File: src/rtl/tomasulo_pkg.sv
`default_nettype none
// ============================================================================
// Package  : tomasulo_pkg
// Brief    : Shared tags, sentinel value and default widths for the Tomasulo core.
// Revision : 1.0 - initial release
// ============================================================================
package tomasulo_pkg;

  localparam int TAG_W_DEF  = 4;
  localparam int REG_W_DEF  = 3;
  localparam int DATA_W_DEF = 16;

  localparam logic [3:0]  FREE_REGISTER    = 4'd0;
  localparam logic [3:0]  RES_STATION_ADD1 = 4'd1;
  localparam logic [3:0]  RES_STATION_ADD2 = 4'd2;

  // Marks a register value that has not been produced yet.
  localparam logic [15:0] SEM_VALOR        = 16'hFFF0;

endpackage
`default_nettype wire

File: src/rtl/rob_tag_match.sv
`default_nettype none
// ============================================================================
// Module   : rob_tag_match
// Brief    : Finds the oldest pending ROB entry waiting on a CDB tag.
// Revision : 1.0 - initial release
// ============================================================================
module rob_tag_match
  import tomasulo_pkg::*;
#(
  parameter int DEPTH = 4,
  parameter int IDX_W = 2,
  parameter int TAG_W = TAG_W_DEF
) (
  input  logic [DEPTH-1:0] i_valid,
  input  logic [DEPTH-1:0] i_done,
  input  logic [TAG_W-1:0] i_tag [DEPTH],
  input  logic [IDX_W-1:0] i_head,
  input  logic [TAG_W-1:0] i_cdb_tag,
  output logic             o_hit,
  output logic [IDX_W-1:0] o_idx
);

  localparam logic [TAG_W-1:0] c_free_tag = TAG_W'(FREE_REGISTER);

  logic [IDX_W-1:0] w_pos;

  // Scan youngest-to-oldest so the last hit written is the oldest one.
  always_comb begin
    o_hit = 1'b0;
    o_idx = i_head;
    w_pos = '0;
    for (int k = DEPTH - 1; k >= 0; k--) begin
      w_pos = i_head + IDX_W'(k);
      if (i_valid[w_pos] && !i_done[w_pos] && (i_tag[w_pos] == i_cdb_tag) &&
          (i_cdb_tag != c_free_tag)) begin
        o_hit = 1'b1;
        o_idx = w_pos;
      end
    end
  end

endmodule
`default_nettype wire

File: src/rtl/reorder_buffer_commit.sv
`default_nettype none
// ============================================================================
// Module   : reorder_buffer_commit
// Brief    : In-order ROB: allocate at dispatch, complete from CDB, retire one per cycle.
// Revision : 1.0 - initial release
// ============================================================================
module reorder_buffer_commit
  import tomasulo_pkg::*;
#(
  parameter int DEPTH  = 4,
  parameter int IDX_W  = 2,
  parameter int TAG_W  = TAG_W_DEF,
  parameter int REG_W  = REG_W_DEF,
  parameter int DATA_W = DATA_W_DEF
) (
  input  logic              Clock,
  input  logic              Reset,
  input  logic              Flush,
  input  logic              Alloc_valid,
  input  logic [TAG_W-1:0]  Alloc_tag,
  input  logic [REG_W-1:0]  Alloc_reg,
  output logic              Alloc_ready,
  output logic [IDX_W-1:0]  Alloc_idx,
  input  logic              Cdb_valid,
  input  logic [TAG_W-1:0]  Cdb_tag,
  input  logic [DATA_W-1:0] Cdb_data,
  output logic              Commit_valid,
  output logic [REG_W-1:0]  Commit_reg,
  output logic [DATA_W-1:0] Commit_data,
  output logic [IDX_W:0]    Count,
  output logic              Empty,
  output logic              Full
);

  localparam int                CNT_W       = IDX_W + 1;
  localparam logic [DATA_W-1:0] c_sem_valor = DATA_W'(SEM_VALOR);

  logic [DEPTH-1:0]  r_valid;
  logic [DEPTH-1:0]  r_done;
  logic [TAG_W-1:0]  r_tag  [DEPTH];
  logic [REG_W-1:0]  r_reg  [DEPTH];
  logic [DATA_W-1:0] r_data [DEPTH];
  logic [IDX_W-1:0]  r_head;
  logic [IDX_W-1:0]  r_tail;
  logic [CNT_W-1:0]  r_count;
  logic              r_commit_valid;
  logic [REG_W-1:0]  r_commit_reg;
  logic [DATA_W-1:0] r_commit_data;

  logic              w_hit;
  logic [IDX_W-1:0]  w_match_idx;
  logic              w_alloc;
  logic              w_commit;
  logic              w_cdb;

  rob_tag_match #(
    .DEPTH (DEPTH),
    .IDX_W (IDX_W),
    .TAG_W (TAG_W)
  ) u_match (
    .i_valid   (r_valid),
    .i_done    (r_done),
    .i_tag     (r_tag),
    .i_head    (r_head),
    .i_cdb_tag (Cdb_tag),
    .o_hit     (w_hit),
    .o_idx     (w_match_idx)
  );

  assign Full         = (r_count == CNT_W'(DEPTH));
  assign Empty        = (r_count == '0);
  assign Alloc_ready  = !Full;
  assign Alloc_idx    = r_tail;
  assign Count        = r_count;
  assign Commit_valid = r_commit_valid;
  assign Commit_reg   = r_commit_reg;
  assign Commit_data  = r_commit_data;

  // Matched entries are never done, so they can't collide with head (commit) or tail (alloc).
  assign w_alloc  = Alloc_valid && !Full;
  assign w_commit = r_valid[r_head] && r_done[r_head];
  assign w_cdb    = Cdb_valid && w_hit;

  always_ff @(posedge Clock or posedge Reset) begin
    if (Reset) begin
      r_valid        <= '0;
      r_done         <= '0;
      r_head         <= '0;
      r_tail         <= '0;
      r_count        <= '0;
      r_commit_valid <= 1'b0;
      r_commit_reg   <= '0;
      r_commit_data  <= c_sem_valor;
      for (int i = 0; i < DEPTH; i++) begin
        r_tag[i]  <= '0;
        r_reg[i]  <= '0;
        r_data[i] <= c_sem_valor;
      end
    end else if (Flush) begin
      r_valid        <= '0;
      r_done         <= '0;
      r_head         <= '0;
      r_tail         <= '0;
      r_count        <= '0;
      r_commit_valid <= 1'b0;
    end else begin
      r_commit_valid <= w_commit;
      if (w_commit) begin
        r_commit_reg    <= r_reg[r_head];
        r_commit_data   <= r_data[r_head];
        r_valid[r_head] <= 1'b0;
        r_done[r_head]  <= 1'b0;
        r_data[r_head]  <= c_sem_valor;
        r_head          <= r_head + 1'b1;
      end
      if (w_cdb) begin
        r_done[w_match_idx] <= 1'b1;
        r_data[w_match_idx] <= Cdb_data;
      end
      if (w_alloc) begin
        r_valid[r_tail] <= 1'b1;
        r_done[r_tail]  <= 1'b0;
        r_tag[r_tail]   <= Alloc_tag;
        r_reg[r_tail]   <= Alloc_reg;
        r_data[r_tail]  <= c_sem_valor;
        r_tail          <= r_tail + 1'b1;
      end
      case ({w_alloc, w_commit})
        2'b10:   r_count <= r_count + CNT_W'(1);
        2'b01:   r_count <= r_count - CNT_W'(1);
        default: r_count <= r_count;
      endcase
    end
  end

endmodule
`default_nettype wire
File: config.mk
export PLATFORM = sky130hd
export DESIGN_NAME = reorder_buffer_commit
export DESIGN_NICKNAME = d
export VERILOG_FILES = /design/src/rtl/tomasulo_pkg.sv /design/src/rtl/rob_tag_match.sv /design/src/rtl/reorder_buffer_commit.sv
export SDC_FILE = /design/constraint.sdc
export NUM_CORES = 1
export LEC_CHECK = 0
export ABC_AREA = 1
export BUFFER_PORTS_ARGS = -buffer_cell sky130_fd_sc_hd__buf_2
export CELL_PAD_IN_SITES_DETAIL_PLACEMENT = 1
export CELL_PAD_IN_SITES_GLOBAL_PLACEMENT = 2
export CORE_MARGIN = 4
export CORE_UTILIZATION = 34
export DETAILED_ROUTE_END_ITERATION = 10
export HOLD_SLACK_MARGIN = 0.12
export MAX_ROUTING_LAYER = met4
export PLACE_DENSITY_LB_ADDON = 0.3
export RECOVER_POWER = 25
export SLEW_MARGIN = 30
export SYNTH_ARGS = -nofsm -noshare
export SYNTH_HDL_FRONTEND = slang
export SYNTH_SLANG_ARGS = --single-unit
File: constraint.sdc
create_clock -name Clock -period 3.9 [get_ports Clock]
set_clock_uncertainty 0.1 [all_clocks]
set_input_delay 0.195 -clock Clock [delete_from_list [all_inputs] [get_ports Clock]]
set_output_delay 0.195 -clock Clock [all_outputs]
set_load 0.005 [all_outputs]
### Word level (Yosys, flattened, before mapping)

Index checks and enable logic that the tools add are counted.

| operators by class | value |
|---|---|
| add/subtract/negate cells | 6 |
| multiply operators | 0 |
| div/mod/pow operators | 0 |
| order comparisons | 18 |
| equality and inequality tests | 7 |
| shifts and indexed selects | 0 |
| muxes and demuxes | 83 |
| bitwise logic cells | 20 |
| reduce and logical (&&, ||, !) cells | 33 |

Operators by type and width:

| cell | count |
|---|---|
| 64-bit two-way mux | 5 |
| 16-bit demux with 2-bit select | 3 |
| 48-bit bitwise OR | 2 |
| 16-bit two-way mux | 5 |
| 4-bit two-way mux | 19 |
| 64-bit bitwise mux | 1 |
| 16-bit bitwise AND | 2 |
| 16-bit binary-select mux with 2-bit select | 1 |
| 4-bit binary-select mux with 2-bit select | 4 |
| 16-bit NOT | 2 |
| 1-bit logical AND | 21 |
| 3-bit >= comparator (second input constant) | 6 |
| 2-bit by 3-bit less-than comparator with 1-bit output (second input constant) | 6 |
| 2-bit NOT with 3-bit output | 6 |
| 1-bit binary-select mux with 2-bit select | 8 |
| 16-bit bitwise mux | 1 |
| 4-bit equality test | 4 |
| 1-bit two-way mux | 16 |
| 2-bit two-way mux | 8 |
| 4-bit bitwise AND | 3 |
| 12-bit bitwise mux | 1 |
| 3-bit two-way mux | 4 |
| 3-bit by 1-bit less-than comparator with 1-bit output (second input constant) | 3 |
| 4-bit demux with 2-bit select | 1 |
| other kinds (21) | 35 |

| storage, ports and cells | value |
|---|---|
| bits in registers | 127 |
| latch bits | 0 |
| bits in writable memories | 0 |
| bits in read-only memories | 0 |
| bits of input ports | 32 |
| output and inout bits | 28 |
| memories kept | 0 |

### Depth between registers and ports, before layout

| depth | value |
|---|---|
| depth in word-level cells | 22 |
| gate-level depth with buffers | 25 |
| depth with buffers taken out | 21 |

### Modules after synthesis

From an unflattened synthesis, not the netlist that was laid out.

| second synthesis, totals | value |
|---|---|
| cell total of the unflattened synthesis | 1166 |
| area, all modules | 8092.8 um2 |

Modules (own cells, without submodules):

| module | instances | cells each | area an instance (um2) | sequential area each (um2) |
|---|---|---|---|---|
| reorder_buffer_commit | 1 | 911 | 6939.2 | 3253.1 |
| rob_tag_match | 1 | 255 | 1153.6 | 0.0 |

### Least setup slack after synthesis

Ideal clock, no wire load.

| timing path | value |
|---|---|
| path type | register to register |
| from | register r_head[0] |
| to | register r_data[48] (netlist bit) |
| library setup time | 117 ps |
| arrival | 3137 ps |
| setup slack | 546 ps |
| stages on the path, launching flop included | 24 |
| buffers on the path | 5 |
| period minus slack after synthesis | 3354 ps |
| cell sequence | dfrtp_1 inv_2 buf_6 clkbuf_1 buf_1 ha_1 inv_1 buf_2 nand3_1 nand3_1 nand2_1 nor2_1 nand3b_1 nand2_1 nand2_1 nand2_1 nand2_1 nor2_2 buf_2 nand2_2 nand3_1 nand2_1 nand2_1 nand2_1 |

| between the ends | value |
|---|---|
| word-level cells in the longest chain between the ends | 22 |

RTL lines:

| element | line | text |
|---|---|---|
| start, declared | reorder_buffer_commit.sv:43 | `logic [IDX_W-1:0] r_head;` |
| start signal, assigned | reorder_buffer_commit.sv:114 | `r_head <= r_head + 1'b1;` |
| 2-bit adder | rob_tag_match.sv:33 | `w_pos = i_head + IDX_W'(k);` |
| 2-bit NOT with 3-bit output (implied by the code) | rob_tag_match.sv:34 | `if (i_valid[w_pos] && !i_done[w_pos] && (i_tag[w_pos] == i_cdb_tag) &&` |
| 4-bit binary-select mux with 2-bit select | rob_tag_match.sv:34 |  |
| 4-bit two-way mux (implied by the code) (2 in series) | rob_tag_match.sv:34 |  |
| 4-bit equality test | rob_tag_match.sv:34 |  |
| 1-bit logical AND (2 in series) | rob_tag_match.sv:34 |  |
| 2-bit two-way mux (4 in series) | rob_tag_match.sv:34 |  |
| 2-bit NOT with 3-bit output (implied by the code) | reorder_buffer_commit.sv:118 | `r_data[w_match_idx] <= Cdb_data;` |
| 3-bit >= comparator (implied by the code) / 3-bit by 1-bit less-than comparator with 1-bit output (equally long branches) | reorder_buffer_commit.sv:118 |  |
| 1-bit logical AND (implied by the code) | reorder_buffer_commit.sv:118 |  |
| 16-bit two-way mux (implied by the code) | reorder_buffer_commit.sv:118 |  |
| 16-bit demux with 2-bit select | reorder_buffer_commit.sv:118 |  |
| 64-bit bitwise mux | reorder_buffer_commit.sv:118 |  |
| 64-bit two-way mux (*) | reorder_buffer_commit.sv:116 | `if (w_cdb) begin` |
| 64-bit two-way mux (*) | reorder_buffer_commit.sv:99 | `end else if (Flush) begin` |
| 16-bit bitwise AND (no line) | n/a |  |
| 64-bit two-way mux (*) | reorder_buffer_commit.sv:120 | `if (w_alloc) begin` |
| end signal, assigned by index | reorder_buffer_commit.sv:97 | `r_data[i] <= c_sem_valor;` |
| end signal, assigned by index | reorder_buffer_commit.sv:118 |  |
| end signal, assigned by index | reorder_buffer_commit.sv:125 | `r_data[r_tail] <= c_sem_valor;` |
| end, declared | reorder_buffer_commit.sv:42 | `logic [DATA_W-1:0] r_data [DEPTH];` |

Every way passes the cells marked *; elsewhere a longest branch is shown, timed or not. The select of a mux whose other input is x is not followed.
A chain may end at the register's enable or synchronous reset.

### Worst setup path after layout

| timing path | value |
|---|---|
| from | register r_head[0] |
| to | register r_data[47] (netlist bit) |

| between the ends | value |
|---|---|
| word-level cells in the longest chain between the ends | 22 |

RTL lines:

| element | line |
|---|---|
| 2-bit adder | rob_tag_match.sv:33 |
| 2-bit NOT with 3-bit output (implied by the code) | rob_tag_match.sv:34 |
| 4-bit binary-select mux with 2-bit select | rob_tag_match.sv:34 |
| 4-bit two-way mux (implied by the code) (2 in series) | rob_tag_match.sv:34 |
| 4-bit equality test | rob_tag_match.sv:34 |
| 1-bit logical AND (2 in series) | rob_tag_match.sv:34 |
| 2-bit two-way mux (4 in series) | rob_tag_match.sv:34 |
| 2-bit NOT with 3-bit output (implied by the code) | reorder_buffer_commit.sv:118 |
| 3-bit >= comparator (implied by the code) / 3-bit by 1-bit less-than comparator with 1-bit output (equally long branches) | reorder_buffer_commit.sv:118 |
| 1-bit logical AND (implied by the code) | reorder_buffer_commit.sv:118 |
| 16-bit two-way mux (implied by the code) | reorder_buffer_commit.sv:118 |
| 16-bit demux with 2-bit select | reorder_buffer_commit.sv:118 |
| 64-bit bitwise mux | reorder_buffer_commit.sv:118 |
| 64-bit two-way mux (*) | reorder_buffer_commit.sv:116 |
| 64-bit two-way mux (*) | reorder_buffer_commit.sv:99 |
| 48-bit bitwise OR (no line) | n/a |
| 64-bit two-way mux (*) | reorder_buffer_commit.sv:120 |

Marks and branches as above.

==> qor.csv <==
metric,value,unit
placed_area,8440,um^2
numClockSinks,127,
synth_top_cells_by_area,"sky130_fd_sc_hd__dfrtp_1 21%, sky130_fd_sc_hd__dfstp_2 20%, sky130_fd_sc_hd__nand2_1 20%",
nNetsFinal,1262,
maxCapViolations,0,
grt_pass1_wl,44.2,mm
synthSimpleGateAreaFrac,0.357,
crit_type,flip-flop to flip-flop,
final_cell_area,9250,um^2
clkLatencyLatePin,430,ps
crit_start,r_head[0],
worst_ir_drop_vdd,0.205,mV
hold_path.startpoint,Flush,
final.fill_count,2957,
yosys.area.top_type,sky130_fd_sc_hd__dfrtp_1,
num_vias,7785,
drt-initial-drc-count,331,
leakagePower,4.83,nW
critical_path.reg2reg.endpoint,r_data[47],
postCtsSetupRepairBufs,0,
count_of_placed_standard_cells_including_taps,1491,
cts_root_buffer,sky130_fd_sc_hd__clkbuf_16,
setup_tns,0,ps
synth_edf_count,0,
grt_pass1_vias,8017,
report.final.slew_viol_count,0,
finalHoldViolCount,0,
wl,26.8,mm
reg2regPathDepth,18,
crit_required,4160,ps
fin_crit,3470,ps
post-dp-hpwl,17.4,mm
dieWidth,161,um
registers.top_by_ff_count,r_data,
synth_top_family_by_area,simple AND/OR/NAND/NOR gates,
cts_buffer_depth,2,
core,22800,um^2
ys_warn_count,0,
grt_start_max_net_pins,72,
postSynthNetCount,1205,
worst_pin_slew,916,ps
synthFlopType,sky130_fd_sc_hd__dfrtp_1,
flow.area_growth_from_synthesis,17.0,%
timing.final.setup_violations,0,
synth_compound_area_frac,0.108,
finalNonFillerCells,1547,
drt.antenna.violating_nets,0,
max_reg_flops,64,
end_kind,flip-flop,
synth_commonest_cells,"418 x sky130_fd_sc_hd__nand2_1, 172 x sky130_fd_sc_hd__nand3_1, 125 x sky130_fd_sc_hd__inv_1",
standard_cell_rows,55,
cp-endpoint,r_data[47],
tritoncts,done,
synth-adder-area-share,0.0152,
cts_inserted_buffers,17,
via_per_inst,5.03,
syn_avg_cell_area,6.79,um^2
gp_congestion,0.774,
post_drt_wl_per_cell,17.3,um
grt_overflow_total,0,
rrSetupSlack,430,ps
floorplan.initialDensity,0.347,
drtPass1Iterations,5,
final_core_util,0.406,
powerDensity,491,nW/um^2
grt_setup_unrepaired,false,
post_synth_instance_area,7910,um^2
result_of_the_run,"complete, no violations",
crit_path_start_kind,flip-flop,
worst-path-max-fanout,67,
antenna_found_initial,0,
synth-seq-area-share,0.411,
share_of_yosys_cell_area_claimed_by_the_top_area_cell_type,0.212,
final.period_utilization,0.889,
count_leader_synth,sky130_fd_sc_hd__nand2_1,
worst_setup_hold_path_clk_slew,60,ps
synth.area.mux_share,0,
antenna_cells_inserted,0,
hp-class,input port to flip-flop,
crit-reg2reg-launch,r_head[0],
max_freq,0.289,GHz
slew-limit-headroom,0.388,
ios,60,
post-route-drc-count,0,
fp.dieH,161,um
cts-htree-levels,4,
worst-endpoint-arrival,3720,ps
drive_above_1_share,0.148,
gr-usage-all-layers,0.220,
die_outline_area,25800,um^2
post_synth_inst_count,1164,
synth.lib_cells_used.distinct,31,
synth-seq-cells,127,
port_buffers,59,
power.total,4.54,mW
post_synth_xor_area_fraction,0.00664,
synth_async_sr_flop_share,1.00,
[report_power, final]
group / internal [mW] / switching [mW]
clock: 0.901 / 0.660
sequential: 1.69 / 0.203
combinational: 0.413 / 0.673
total: 3.00 / 1.54
[per-stage QoR]
step,hold WS [ps],setup slack (ps)
3_3_place_gp,351,541
6_report,141,434
3_5_place_dp,362,427
2_1_floorplan,265,320
5_1_grt,170,28.2
4_1_cts,136,406
[worst max-delay path, stage by stage, from the launching register on]
cell and delay [ps]:
sky130_fd_sc_hd__dfrtp_2 370, sky130_fd_sc_hd__buf_4 570, sky130_fd_sc_hd__nand2_1 140, sky130_fd_sc_hd__nand2_1 130, sky130_fd_sc_hd__nand3_1 70, sky130_fd_sc_hd__nand2_1 140, sky130_fd_sc_hd__nand3_1 130, sky130_fd_sc_hd__nor2_2 140
sky130_fd_sc_hd__nand4_1 100, sky130_fd_sc_hd__nand2_1 90, sky130_fd_sc_hd__inv_1 40, sky130_fd_sc_hd__nand2_1 100, sky130_fd_sc_hd__nand2_1 80, sky130_fd_sc_hd__nand2_2 360, sky130_fd_sc_hd__nand2_2 410, sky130_fd_sc_hd__nand2_1 160
sky130_fd_sc_hd__nand3_1 80, sky130_fd_sc_hd__nand2_1 110, sky130_fd_sc_hd__inv_1 40
[timing repair]
item | in CTS | in global routing
setup endpoints to repair | 0 | 1
hold buffers | 24 | 0
gates resized for setup | 0 | 1
endpoints found under the hold margin | 142 | 0
[logic make-up after synthesis]
| kind of cell | after synthesis |
|---|---|
| and+or+nand+nor | 677 |
| xor gates and xnor gates | 6 |
| DFF | 127 |
| adders and majority gates | 9 |
| AOI/OAI and AO/OA | 154 |
| buffers and inverters | 191 |
[placed cells by master, fill, tap and decap left out, drive strengths merged]
cell / instances
dfstp: 60
a21oi: 37
dfrtp: 67
a22o: 1
dlygate4sd3: 24
o21ai: 88
buf: 75
nor2: 68
ha: 8
o22ai: 4
nor3: 2
nand3b: 6
o21a: 13
a21boi: 11
nand2: 424
inv: 131
nand4: 4
clkbuf: 19
clkinvlp: 5
xor2: 6
bufinv: 1
nand3: 173
clkinv: 6
fa: 1
[area by class of cell]
type | count | area [um^2] | share of cell area
Clock inverter | 14 | 133 | 0.0143
Clock buffer | 18 | 439 | 0.0475
Multi-Input combinational cell | 846 | 3850 | 0.417
Timing Repair Buffer | 100 | 691 | 0.0746
Tap cell | 313 | 392 | 0.0423
Inverter | 129 | 489 | 0.0529
Sequential cell | 127 | 3250 | 0.352
[layer usage]
| layer | share of wire | global-route usage | up-vias |
|---|---|---|---|
| li1 | - | - | 3808 |
| met1 | 0.49 | 0.298 | 3842 |
| met2 | 0.48 | 0.353 | 105 |
| met3 | 0.024 | 0.0275 | 30 |
| met4 | 0.013 | 0.0501 | 0 |
| met5 | 0 | - | - |
[how the worst min path moves through the flow]
stage	depth (start not counted)	slack (ps)	end
after floorplan	2	270	r_data[16]
after global placement	2	350	Commit_reg[0]
after detailed placement	2	360	Commit_reg[0]
after CTS	3	140	r_data[51]
after global routing	3	170	r_data[34]
final	3	140	r_data[34]
No activity file was read; power rests on OpenSTA's default activity.
